$ cat src/rtl/cbl_arb_pkg.sv
// Shared types and default sizing for the CaballoLoco memory-port arbiter.
package cbl_arb_pkg;

    typedef enum logic [1:0] {
        IDLE = 2'd0,
        BUSY = 2'd1,
        DONE = 2'd2
    } arb_state_t;

    typedef enum logic {
        OWN_F = 1'b0,
        OWN_D = 1'b1
    } arb_owner_t;

    localparam int CBL_ARB_DATA_WIDTH     = 32;
    localparam int CBL_ARB_ADDR_WIDTH     = 32;
    localparam int CBL_ARB_FETCH_SLOT     = 4;
    localparam int CBL_ARB_TIMEOUT_CYCLES = 16;

endpackage

$ cat src/rtl/cbl_mem_arbiter_if.sv
// Requester and memory-side signals of the arbiter; master is the arbiter's view, slave the pipeline/memory view.
interface cbl_mem_arbiter_if #(
    parameter int DATA_WIDTH = 32,
    parameter int ADDR_WIDTH = 32
);
    logic                  req_f;
    logic [ADDR_WIDTH-1:0] addr_f;
    logic                  req_d;
    logic                  we_d;
    logic [ADDR_WIDTH-1:0] addr_d;
    logic [DATA_WIDTH-1:0] wdata_d;
    logic                  done_f;
    logic                  done_d;
    logic [DATA_WIDTH-1:0] rdata;
    logic                  err;
    logic                  stall_f;
    logic                  stall_d;
    logic                  mem_req;
    logic                  mem_we;
    logic [ADDR_WIDTH-1:0] mem_addr;
    logic [DATA_WIDTH-1:0] mem_wdata;
    logic                  mem_ack;
    logic [DATA_WIDTH-1:0] mem_rdata;

    modport master (
        input  req_f, addr_f, req_d, we_d, addr_d, wdata_d, mem_ack, mem_rdata,
        output done_f, done_d, rdata, err, stall_f, stall_d,
               mem_req, mem_we, mem_addr, mem_wdata
    );

    modport slave (
        output req_f, addr_f, req_d, we_d, addr_d, wdata_d, mem_ack, mem_rdata,
        input  done_f, done_d, rdata, err, stall_f, stall_d,
               mem_req, mem_we, mem_addr, mem_wdata
    );
endinterface

$ cat src/rtl/cbl_arb_watchdog.sv
// Watchdog: reloads while load is high, counts while en is high, expire flags the LIMIT-th counted cycle.
// Latency: expire is combinational from the count; no backpressure.
module cbl_arb_watchdog #(
    parameter int LIMIT = 16
) (
    input  logic clk,
    input  logic rst,
    input  logic load,
    input  logic en,
    output logic expire
);
    localparam int CW = $clog2(LIMIT + 1);

    logic [CW-1:0] cnt;

    always_ff @(posedge clk or negedge rst) begin
        if (!rst) begin
            cnt <= '0;
        end else if (load) begin
            cnt <= '0;
        end else if (en && (cnt != CW'(LIMIT - 1))) begin
            cnt <= cnt + CW'(1);
        end
    end

    assign expire = en && (cnt == CW'(LIMIT - 1));
endmodule

$ cat src/rtl/cbl_mem_arbiter.sv
// Purpose: shares one memory port between fetch and data stages; data wins unless fetch has waited FETCH_SLOT grants.
// Latency: grant->mem_req 1 cycle, mem_ack->done 1 cycle, 3 cycles minimum per access (IDLE/BUSY/DONE).
// Backpressure: stall_* held until done_*; BUSY waits for mem_ack, or watchdog expiry when CBL_ARB_TIMEOUT_EN is defined.
module cbl_mem_arbiter
    import cbl_arb_pkg::*;
#(
    parameter int DATA_WIDTH     = CBL_ARB_DATA_WIDTH,
    parameter int ADDR_WIDTH     = CBL_ARB_ADDR_WIDTH,
    parameter int FETCH_SLOT     = CBL_ARB_FETCH_SLOT,
    parameter int TIMEOUT_CYCLES = CBL_ARB_TIMEOUT_CYCLES
) (
    input  logic              clk,
    input  logic              rst,
    cbl_mem_arbiter_if.master bus
);
    localparam int SW = $clog2(FETCH_SLOT + 1);

    if (FETCH_SLOT < 1 || TIMEOUT_CYCLES < 1) begin : g_bad_cfg
        $error("cbl_mem_arbiter: FETCH_SLOT and TIMEOUT_CYCLES must be >= 1");
    end

    arb_state_t            state;
    arb_owner_t            owner;
    logic [SW-1:0]         streak;
    logic                  done_f_q;
    logic                  done_d_q;
    logic                  mem_req_q;
    logic                  mem_we_q;
    logic [ADDR_WIDTH-1:0] mem_addr_q;
    logic [DATA_WIDTH-1:0] mem_wdata_q;
    logic [DATA_WIDTH-1:0] rdata_q;
    logic                  slot_full;
    logic                  grant_d;

    // Fetch only overtakes a pending data request once it has sat out FETCH_SLOT data grants.
    assign slot_full = (streak == SW'(FETCH_SLOT));
    assign grant_d   = bus.req_d && !(bus.req_f && slot_full);

`ifdef CBL_ARB_TIMEOUT_EN
    logic err_q;
    logic expire;

    cbl_arb_watchdog #(
        .LIMIT (TIMEOUT_CYCLES)
    ) u_watchdog (
        .clk    (clk),
        .rst    (rst),
        .load   (state == IDLE),
        .en     (state == BUSY),
        .expire (expire)
    );

    assign bus.err = err_q;
`else
    assign bus.err = 1'b0;
`endif

    always_ff @(posedge clk or negedge rst) begin
        if (!rst) begin
            state       <= IDLE;
            owner       <= OWN_F;
            streak      <= '0;
            done_f_q    <= 1'b0;
            done_d_q    <= 1'b0;
            mem_req_q   <= 1'b0;
            mem_we_q    <= 1'b0;
            mem_addr_q  <= '0;
            mem_wdata_q <= '0;
            rdata_q     <= '0;
`ifdef CBL_ARB_TIMEOUT_EN
            err_q       <= 1'b0;
`endif
        end else begin
            done_f_q <= 1'b0;
            done_d_q <= 1'b0;
            case (state)
                IDLE: begin
                    if (bus.req_f || bus.req_d) begin
                        state     <= BUSY;
                        mem_req_q <= 1'b1;
                        if (grant_d) begin
                            owner       <= OWN_D;
                            mem_we_q    <= bus.we_d;
                            mem_addr_q  <= bus.addr_d;
                            mem_wdata_q <= bus.wdata_d;
                            if (!bus.req_f) begin
                                streak <= '0;
                            end else if (!slot_full) begin
                                streak <= streak + SW'(1);
                            end
                        end else begin
                            owner       <= OWN_F;
                            mem_we_q    <= 1'b0;
                            mem_addr_q  <= bus.addr_f;
                            mem_wdata_q <= '0;
                            streak      <= '0;
                        end
                    end
                end
                BUSY: begin
                    // A real ack beats a watchdog expiry landing in the same cycle.
                    if (bus.mem_ack) begin
                        state     <= DONE;
                        mem_req_q <= 1'b0;
                        rdata_q   <= bus.mem_rdata;
                        done_f_q  <= (owner == OWN_F);
                        done_d_q  <= (owner == OWN_D);
`ifdef CBL_ARB_TIMEOUT_EN
                        err_q     <= 1'b0;
                    end else if (expire) begin
                        state     <= DONE;
                        mem_req_q <= 1'b0;
                        rdata_q   <= '0;
                        done_f_q  <= (owner == OWN_F);
                        done_d_q  <= (owner == OWN_D);
                        err_q     <= 1'b1;
`endif
                    end
                end
                DONE: begin
                    state <= IDLE;
`ifdef CBL_ARB_TIMEOUT_EN
                    err_q <= 1'b0;
`endif
                end
                default: state <= IDLE;
            endcase
        end
    end

    assign bus.done_f    = done_f_q;
    assign bus.done_d    = done_d_q;
    assign bus.rdata     = rdata_q;
    assign bus.mem_req   = mem_req_q;
    assign bus.mem_we    = mem_we_q;
    assign bus.mem_addr  = mem_addr_q;
    assign bus.mem_wdata = mem_wdata_q;
    assign bus.stall_f   = bus.req_f && !done_f_q;
    assign bus.stall_d   = bus.req_d && !done_d_q;
endmodule

$ cat src/flat_wrapper.sv
// flat-port wrapper written by rule: the top's interface ports become plain ports
module cbl_mem_arbiter_flat import cbl_arb_pkg::*;
#(
    parameter int DATA_WIDTH     = CBL_ARB_DATA_WIDTH,
    parameter int ADDR_WIDTH     = CBL_ARB_ADDR_WIDTH,
    parameter int FETCH_SLOT     = CBL_ARB_FETCH_SLOT,
    parameter int TIMEOUT_CYCLES = CBL_ARB_TIMEOUT_CYCLES
)
  (clk, rst, bus_req_f, bus_addr_f, bus_req_d, bus_we_d, bus_addr_d, bus_wdata_d, bus_mem_ack, bus_mem_rdata, bus_done_f, bus_done_d, bus_rdata, bus_err, bus_stall_f, bus_stall_d, bus_mem_req, bus_mem_we, bus_mem_addr, bus_mem_wdata);
  cbl_mem_arbiter_if #(.DATA_WIDTH(DATA_WIDTH), .ADDR_WIDTH(ADDR_WIDTH)) bus_i ();
  input  logic clk;
  input  logic rst;
  input wire logic [$bits(bus_i.req_f)-1:0] bus_req_f;
  input wire logic [$bits(bus_i.addr_f)-1:0] bus_addr_f;
  input wire logic [$bits(bus_i.req_d)-1:0] bus_req_d;
  input wire logic [$bits(bus_i.we_d)-1:0] bus_we_d;
  input wire logic [$bits(bus_i.addr_d)-1:0] bus_addr_d;
  input wire logic [$bits(bus_i.wdata_d)-1:0] bus_wdata_d;
  input wire logic [$bits(bus_i.mem_ack)-1:0] bus_mem_ack;
  input wire logic [$bits(bus_i.mem_rdata)-1:0] bus_mem_rdata;
  output wire logic [$bits(bus_i.done_f)-1:0] bus_done_f;
  output wire logic [$bits(bus_i.done_d)-1:0] bus_done_d;
  output wire logic [$bits(bus_i.rdata)-1:0] bus_rdata;
  output wire logic [$bits(bus_i.err)-1:0] bus_err;
  output wire logic [$bits(bus_i.stall_f)-1:0] bus_stall_f;
  output wire logic [$bits(bus_i.stall_d)-1:0] bus_stall_d;
  output wire logic [$bits(bus_i.mem_req)-1:0] bus_mem_req;
  output wire logic [$bits(bus_i.mem_we)-1:0] bus_mem_we;
  output wire logic [$bits(bus_i.mem_addr)-1:0] bus_mem_addr;
  output wire logic [$bits(bus_i.mem_wdata)-1:0] bus_mem_wdata;
  assign bus_i.req_f = bus_req_f;
  assign bus_i.addr_f = bus_addr_f;
  assign bus_i.req_d = bus_req_d;
  assign bus_i.we_d = bus_we_d;
  assign bus_i.addr_d = bus_addr_d;
  assign bus_i.wdata_d = bus_wdata_d;
  assign bus_i.mem_ack = bus_mem_ack;
  assign bus_i.mem_rdata = bus_mem_rdata;
  assign bus_done_f = bus_i.done_f;
  assign bus_done_d = bus_i.done_d;
  assign bus_rdata = bus_i.rdata;
  assign bus_err = bus_i.err;
  assign bus_stall_f = bus_i.stall_f;
  assign bus_stall_d = bus_i.stall_d;
  assign bus_mem_req = bus_i.mem_req;
  assign bus_mem_we = bus_i.mem_we;
  assign bus_mem_addr = bus_i.mem_addr;
  assign bus_mem_wdata = bus_i.mem_wdata;
  cbl_mem_arbiter #(.DATA_WIDTH(DATA_WIDTH), .ADDR_WIDTH(ADDR_WIDTH), .FETCH_SLOT(FETCH_SLOT), .TIMEOUT_CYCLES(TIMEOUT_CYCLES)) u_core (.clk(clk), .rst(rst), .bus(bus_i));
endmodule
$ cat config.mk
export PLATFORM = sky130hd
export DESIGN_NAME = cbl_mem_arbiter_flat
export DESIGN_NICKNAME = d
export VERILOG_FILES = /design/src/rtl/cbl_arb_pkg.sv /design/src/rtl/cbl_mem_arbiter_if.sv /design/src/rtl/cbl_arb_watchdog.sv /design/src/rtl/cbl_mem_arbiter.sv /design/src/flat_wrapper.sv
export SDC_FILE = /design/constraint.sdc
export NUM_CORES = 1
export LEC_CHECK = 0
export CORE_UTILIZATION = 24
export DETAILED_ROUTE_END_ITERATION = 16
export PLACE_DENSITY = 0.51
export SKIP_CTS_REPAIR_TIMING = 1
export SLEW_MARGIN = 10
export SYNTH_ARGS = -nofsm -noshare
export SYNTH_HDL_FRONTEND = slang
export SYNTH_SLANG_ARGS = --single-unit
$ cat constraint.sdc
create_clock -name clk -period 2.35 [get_ports clk]
set_input_delay 0.3525 -clock clk [delete_from_list [all_inputs] [get_ports clk]]
set_output_delay 0.3525 -clock clk [all_outputs]
set_load 0.005 [all_outputs]
==> reports/qor.csv <==
stage,metric,value,unit
grt,vias in the first global route,4349,
worst_setup_path,Reg2Reg Setup Slack,0.60,ns
timing,clock skew,0.00755,ns
worst_setup_path,family with the most delay on the worst path,buffers and inverters,
die,core area,19400,um^2
grt,largest net degree at the start of global routing,42,
placement,post-DP HPWL,11100,um
grt,GR Overflow Total,0,
run_status,outcome,"finished, final reports clean",
min_path,Hold/Removal Path Class,reg -> reg,
placement,dpl cell area,7360,um^2
route,wire length per cell,17.5,um
min_path,Hold Path Origin,u_core.owner$_DFFE_PN0P_,
timing,# setup viols final,0,
die,Die Span Y,143,um
route,Routed Antenna Nets,0,
timing,final worst path period need,1.97,ns
finish,area delta synth->final,62.6,%
synth,sequential cell area fraction in the yosys report,55.9,%
finish,Fillers,1905,
route,vias per cell,4.66,
worst_setup_path,Worst Reg2Reg Path Length in Cells,5,
synth,Synth Flop Type,dfrtp_1,
worst_setup_path,most frequent CP cell,clkdlybuf4s50_1,
clock_tree,clock sink count,106,
synth,asr flop ratio synth,100,%
clock_tree,Worst-Skew Late Latency,0.35,ns
clock_tree,CTS tree,built,
timing,Final Hold Viols,0,
finish,fraction of layout cells with a size suffix above 1,11.0,%
finish,ant diodes,0,
synth,Yosys cell types,29,
synth,syn_area_per_cell,11.6,um^2
finish,post-route cell area,7720,um^2
die,Ports,237,
finish,"commonest non-fill, non-tap cell in the layout",clkdlybuf4s50_1,
worst_setup_path,CP Class,in -> out,
power,Pleak,3.29,nW
worst_setup_path,Crit path largest cell delay,0.56,ns
grt,initial antenna violation count,1,
placement,Placer Congestion,0.830,
synth,Synth Cell Area,4750,um^2
min_path,worst hold path endpoint,u_core.bus.done_f$_DFF_PN0_,
clock_tree,H-Tree Depth,3,
clock_tree,clk root buf,clkbuf_16,
route,DRC errors left,0,
synth,Post-Syn Nets,546,
route,DRT Wirelength,15800,um
worst_setup_path,Worst Path Arrival,1.62,ns
worst_setup_path,reg2reg start,u_core.state[0]$_DFFE_PN0P_,
finish,most frequent cells in the layout,"233 x clkdlybuf4s50_1, 106 x dfrtp_1, 38 x inv_1, 33 x nand4_1",
worst_setup_path,RR Endpoint,u_core.bus.mem_wdata[24]$_DFFE_PN0P_,
timing,Hold WS,0.432,ns
die,Std-Cell Rows,51,
job,maxcap violations,0,
route,Vias,4201,
clock_tree,clock-pin transition on the worst setup and hold timing paths,0.07,ns
worst_setup_path,"critical path, cell by cell",clkdlybuf4s50_1 -> nor2b_1 -> clkdlybuf4s50_1,
synth,"EDFF count, synth",0,
timing,count of final max-slew check failures,0,
finish,Nets,768,
placement,dpl cells,885,
timing,Fmax,507,MHz
synth,flop and latch count out of synthesis,106,
timing,fin crit share,84.0,%
die,Die Wd,143,um
route,DR iter-0 viols,147,
grt,first-pass GRT wire length,24500,um
timing,setup_tns,0,ns
min_path,hold depth,1,
placement,Port Buffer Count,235,
worst_setup_path,CP max FO,5,
power,Pwr Density,1150,nW/um^2
synth,Synthesis Warnings,0,
route,Detailed Routing Iterations Pass 1,4,
worst_setup_path,CP startpoint kind,primary input,
worst_setup_path,"slowest stage cell, crit path",clkdlybuf4s50_1,
finish,"non-filler cells, final",902,
synth,Syn Inst Count,410,
die,die area,20300,um^2
die,Initial Utilization,24.5,%
grt,GRT Overall Usage,15.7,%
power,peak supply drop,0.000388,V
worst_setup_path,CP Buf/Inv Count,2,
timing,RSZ-0062 raised after global routing,false,
clock_tree,clock tree buffer depth,2,
worst_setup_path,Worst setup EP type,output port,
clock_tree,CTS Buf Count,9,
worst_setup_path,critical path required time,2.00,ns
metrics by stage:
stage / total power, mW / worst slack, ns / util [%]
5_1_grt: 9.53 / 0.311 / 39.8
3_3_place_gp: 7.08 / 0.326 / 37.9
6_report: 8.89 / 0.377 / 39.8
3_5_place_dp: 7.18 / 0.306 / 37.9
2_1_floorplan: 4.81 / 0.775 / -
4_1_cts: 9.04 / 0.339 / 39.7
flip-flops by register name (all words and copies together), names as in the netlist:
signal and count:
u_core.owner 1, u_core.streak 3, u_core.bus.rdata 32, u_core.bus.mem_wdata 32, u_core.bus.mem_addr 32, u_core.state 2, u_core.bus.done_d 1, u_core.bus.done_f 1
u_core.bus.mem_req 1, u_core.bus.mem_we 1
logic make-up after synthesis:
group           Yosys count  synth area share [%]
simple gates            116                  16.6
flops                   106                  55.9
mux                      33                  7.80
other cells               1                0.0790
buf+inv                  82                  8.20
compound gates           70                  10.9
fa+ha+maj                 2                 0.527
where the power goes:
| group | internal (mW) | leakage, nW | switching, mW | total, mW |
|---|---|---|---|---|
| clock | 1.08 | 0.172 | 0.712 | 1.79 |
| combinational | 2.45 | 1.82 | 1.48 | 3.93 |
| sequential | 2.68 | 1.30 | 0.492 | 3.17 |
| total | 6.21 | 3.29 | 2.69 | 8.89 |
synthesized netlist by cell type, types with 3 or more instances:
library cell | instances | area [um^2]
and3_1 | 32 | 200
nand4_1 | 33 | 206
a221o_1 | 32 | 320
clkbuf_1 | 21 | 78.8
nor2_1 | 3 | 11.3
buf_2 | 11 | 55.1
o21ai_1 | 12 | 60.1
and4_1 | 32 | 280
dfrtp_1 | 106 | 2650
mux2_2 | 32 | 360
inv_1 | 38 | 143
o21ai_0 | 23 | 115
buf_6 | 8 | 90.1
nand2_1 | 5 | 18.8
routing by layer:
| metal | global-route usage (%) | up-vias | wire (um) |
|---|---|---|---|
| met5 | 0 | - | 13 |
| met4 | 4.70 | 2 | 196 |
| met3 | 3.79 | 17 | 1090 |
| met2 | 26.3 | 155 | 7740 |
| met1 | 20.0 | 2071 | 6770 |
| li1 | - | 1956 | - |
how the worst max path moves through the flow:
stage,from,end,slack [ns],cells after the start
floorplan,u_core.streak[0]$_DFFE_PN0P_,u_core.bus.mem_addr[11]$_DFFE_PN0P_,0.77,7
global placement,bus_req_f,bus_stall_f,0.33,3
detailed placement,bus_req_f,u_core.bus.mem_addr[0]$_DFFE_PN0P_,0.31,5
CTS,bus_req_f,bus_stall_f,0.34,3
global route,bus_req_f,bus_stall_f,0.31,3
finish,bus_req_f,bus_stall_f,0.38,3
cell type report:
class | count | area (um^2) | area share, %
clock inverters | 5 | 110 | 1.43
well taps | 265 | 332 | 4.29
clock buffers | 11 | 243 | 3.14
multi-input cells | 222 | 1720 | 22.3
flip-flops and latches | 106 | 2650 | 34.4
inverters | 38 | 143 | 1.85
repair buffers | 255 | 2520 | 32.7
Power figures use the tool's default switching activity.
==> variant: new RTL, same settings <==
Build with the macro `CBL_ARB_TIMEOUT_EN` defined.
--- a/src/rtl/cbl_mem_arbiter.sv
+++ b/src/rtl/cbl_mem_arbiter.sv
@@ -1,6 +1,8 @@
 // Purpose: shares one memory port between fetch and data stages; data wins unless fetch has waited FETCH_SLOT grants.
 // Latency: grant->mem_req 1 cycle, mem_ack->done 1 cycle, 3 cycles minimum per access (IDLE/BUSY/DONE).
 // Backpressure: stall_* held until done_*; BUSY waits for mem_ack, or watchdog expiry when CBL_ARB_TIMEOUT_EN is defined.
+`define CBL_ARB_TIMEOUT_EN
+
 module cbl_mem_arbiter
     import cbl_arb_pkg::*;
 #(
Behaviour: no difference found for any inputs over 10 cycles, from zero or initial values and one cycle with rst low; that may be too few to reach the edited logic, so the function may still have changed.
==> variant against the unedited design <==
  * Critical endpoint unchanged
  * Count of clock-buffer cells in the layout fell by 1
  * Setup slack worse by 0.0021 ns
  * Non-clock buffer count shrank 4
  * Clock power decreased by 9%
  * Final area down 0.28%
  * Combinational power is 13% higher
  * Global-route usage fell by 0.88 points
  * Area after synthesis rose by 0.32%
  * Wire length decreased by 5.1%
  * Sequential cell count up 6
  * Sequential power increased by 6.3%
  * Worst hold slack worse by 0.43 ns
  * Total power up 6.2%
  * Final cell count unchanged
==> variant: results (changes against the unedited design) <==
* Fill count at 1,884 (-1.1%)
* Met3 Usage GRT at 0.0423 (+0.00436)
* Met1 wire length at 6550 um (-3.3%)
* Post-synth top cells: dfrtp_1, nand2_1, a22o_1
* Wire length on met2 at 7010 um (-9.4%)
* Flop2flop setup slack at 0.41 ns (-0.19 ns)
* I/O Buffers at 236 (+0.43%)
* First-pass DRT Iterations at 6 (+2)
* Yosys cell types at 36 (+24%)
* Final hold slack at 0.00227 ns (-0.429 ns)
* Maximum VDD drop at 480 uV (+24%)
* Max Freq at 0.506 GHz (-0.11%)
* Final setup fails at 0 (unchanged)
* Clock Skew at 0.0160 ns (+0.00846 ns)
* Wire length per cell at 16.6 um (-5.1%)
* Vias in the first global route at 4,358 (+0.21%)
* M2 GR Usage at 0.245 (-0.0181)
* Layout Nets at 773 (+0.65%)
* Antenna Cells at 0 (unchanged)
* HP Class: in2async
* Crit-path leading delay family: buffers and inverters
* Global-route usage over all layers at 0.148 (-0.00876)
* Met3 wire len at 1220 um (+11%)
* First-pass GRT wire length at 23,200 um (-5.1%)
* Initial antenna violation count at 0 (-1)
* Max stage delay cell, worst path: clkdlybuf4s50_1
* Root Driver: clkbuf_16
* Pin count of the biggest net entering global routing at 50 (+19%)
* Highest metal used: met4
* H-tree Lvls at 3 (unchanged)
* GR Util met1 at 0.184 (-0.0157)
* Worst Reg-to-Reg Cells at 6 (+1)
* Detailed Place HPWL at 10,400 um (-6.3%)
* Total wire length at 15,000 um (-5.1%)
* Synth area leaders: dfrtp_1, a22o_1, nand2_1, nand4_1, o211ai_1
* Reg-to-Reg Start: u_core.u_watchdog.cnt[0]
* Placed instance area at 0.00738 sq mm (+0.37%)
* Share of layout cells above drive strength 1 at 0.0722 (-0.0377)
* Worst EP arrival at 1.62 ns (about the same)
* Capturing point of the worst reg2reg path: u_core.u_watchdog.cnt[3]
* Run status: finished, final reports clean
* GPL Wtd Cong at 0.739 (-11%)
* Leak at 3.21 nW (-2.4%)
* Via Count at 4,168 (-0.79%)
* Register area share after synthesis at 0.589 (+0.0298)
* Dpl ws at 0.227 ns (-0.0797 ns)
* Iteration-0 DRC Markers at 161 (+9.5%)
* Syn Nets at 549 (+0.55%)
* Synthesized area per cell at 11.7 sq um (+0.81%)
* Dpl cells at 886 (+0.11%)
==> variant: cell types whose count changed after synthesis, moves of 21 or more <==
cell | unedited run | this run
a221o_1 | 32 | 0
a22o_1 | 0 | 65
and3_1 | 32 | 2
and4_1 | 32 | 0
inv_1 | 38 | 8
mux2_2 | 32 | 0
nand2_1 | 5 | 70
o211ai_1 | 0 | 21
==> variant: per-stage QoR <==
stage	utilization	total power, mW
floorplan	-	5.36
global placement	0.379	7.82
detailed placement	0.379	7.90
CTS	0.396	9.60
global route	0.396	10.1
finish	0.396	9.44
==> variant: worst min-delay path by stage <==
stage                                      end  start  cells after the start
after CTS                   u_core.bus.mem_req    rst                      1
after detailed placement  u_core.bus.rdata[10]    rst                      1
after global routing        u_core.bus.mem_req    rst                      1
after global placement    u_core.bus.rdata[10]    rst                      1
final                      u_core.bus.rdata[3]    rst                      1
after floorplan              u_core.bus.done_d    rst                      0
==> variant: area by class of cell <==
| type | instances | share of cell area |
|---|---|---|
| Sequential cell | 112 | 0.364 |
| Clock inverter | 6 | 0.00975 |
| Tap cell | 265 | 0.0431 |
| Clock buffer | 10 | 0.0310 |
| Multi-Input combinational cell | 250 | 0.222 |
| Inverter | 8 | 0.00390 |
| Timing Repair Buffer | 251 | 0.326 |
==> variant: logic make-up (layout without fill, tap and decap cells) <==
logic type	count (synthesis)	count (layout)	share of synthesized area
simple gates	124	124	0.125
fa+ha+maj	7	7	0.0184
flops	112	112	0.589
buf+inv	46	275	0.0547
compound gates	115	115	0.206
mux	1	1	0.00210
xor+xnor	3	3	0.00552
==> variant: where the power goes <==
part	internal (mW)	total, mW	switching (mW)
sequential	2.84	3.37	0.524
combinational	2.62	4.44	1.82
clock	0.873	1.63	0.761
total	6.34	9.44	3.11
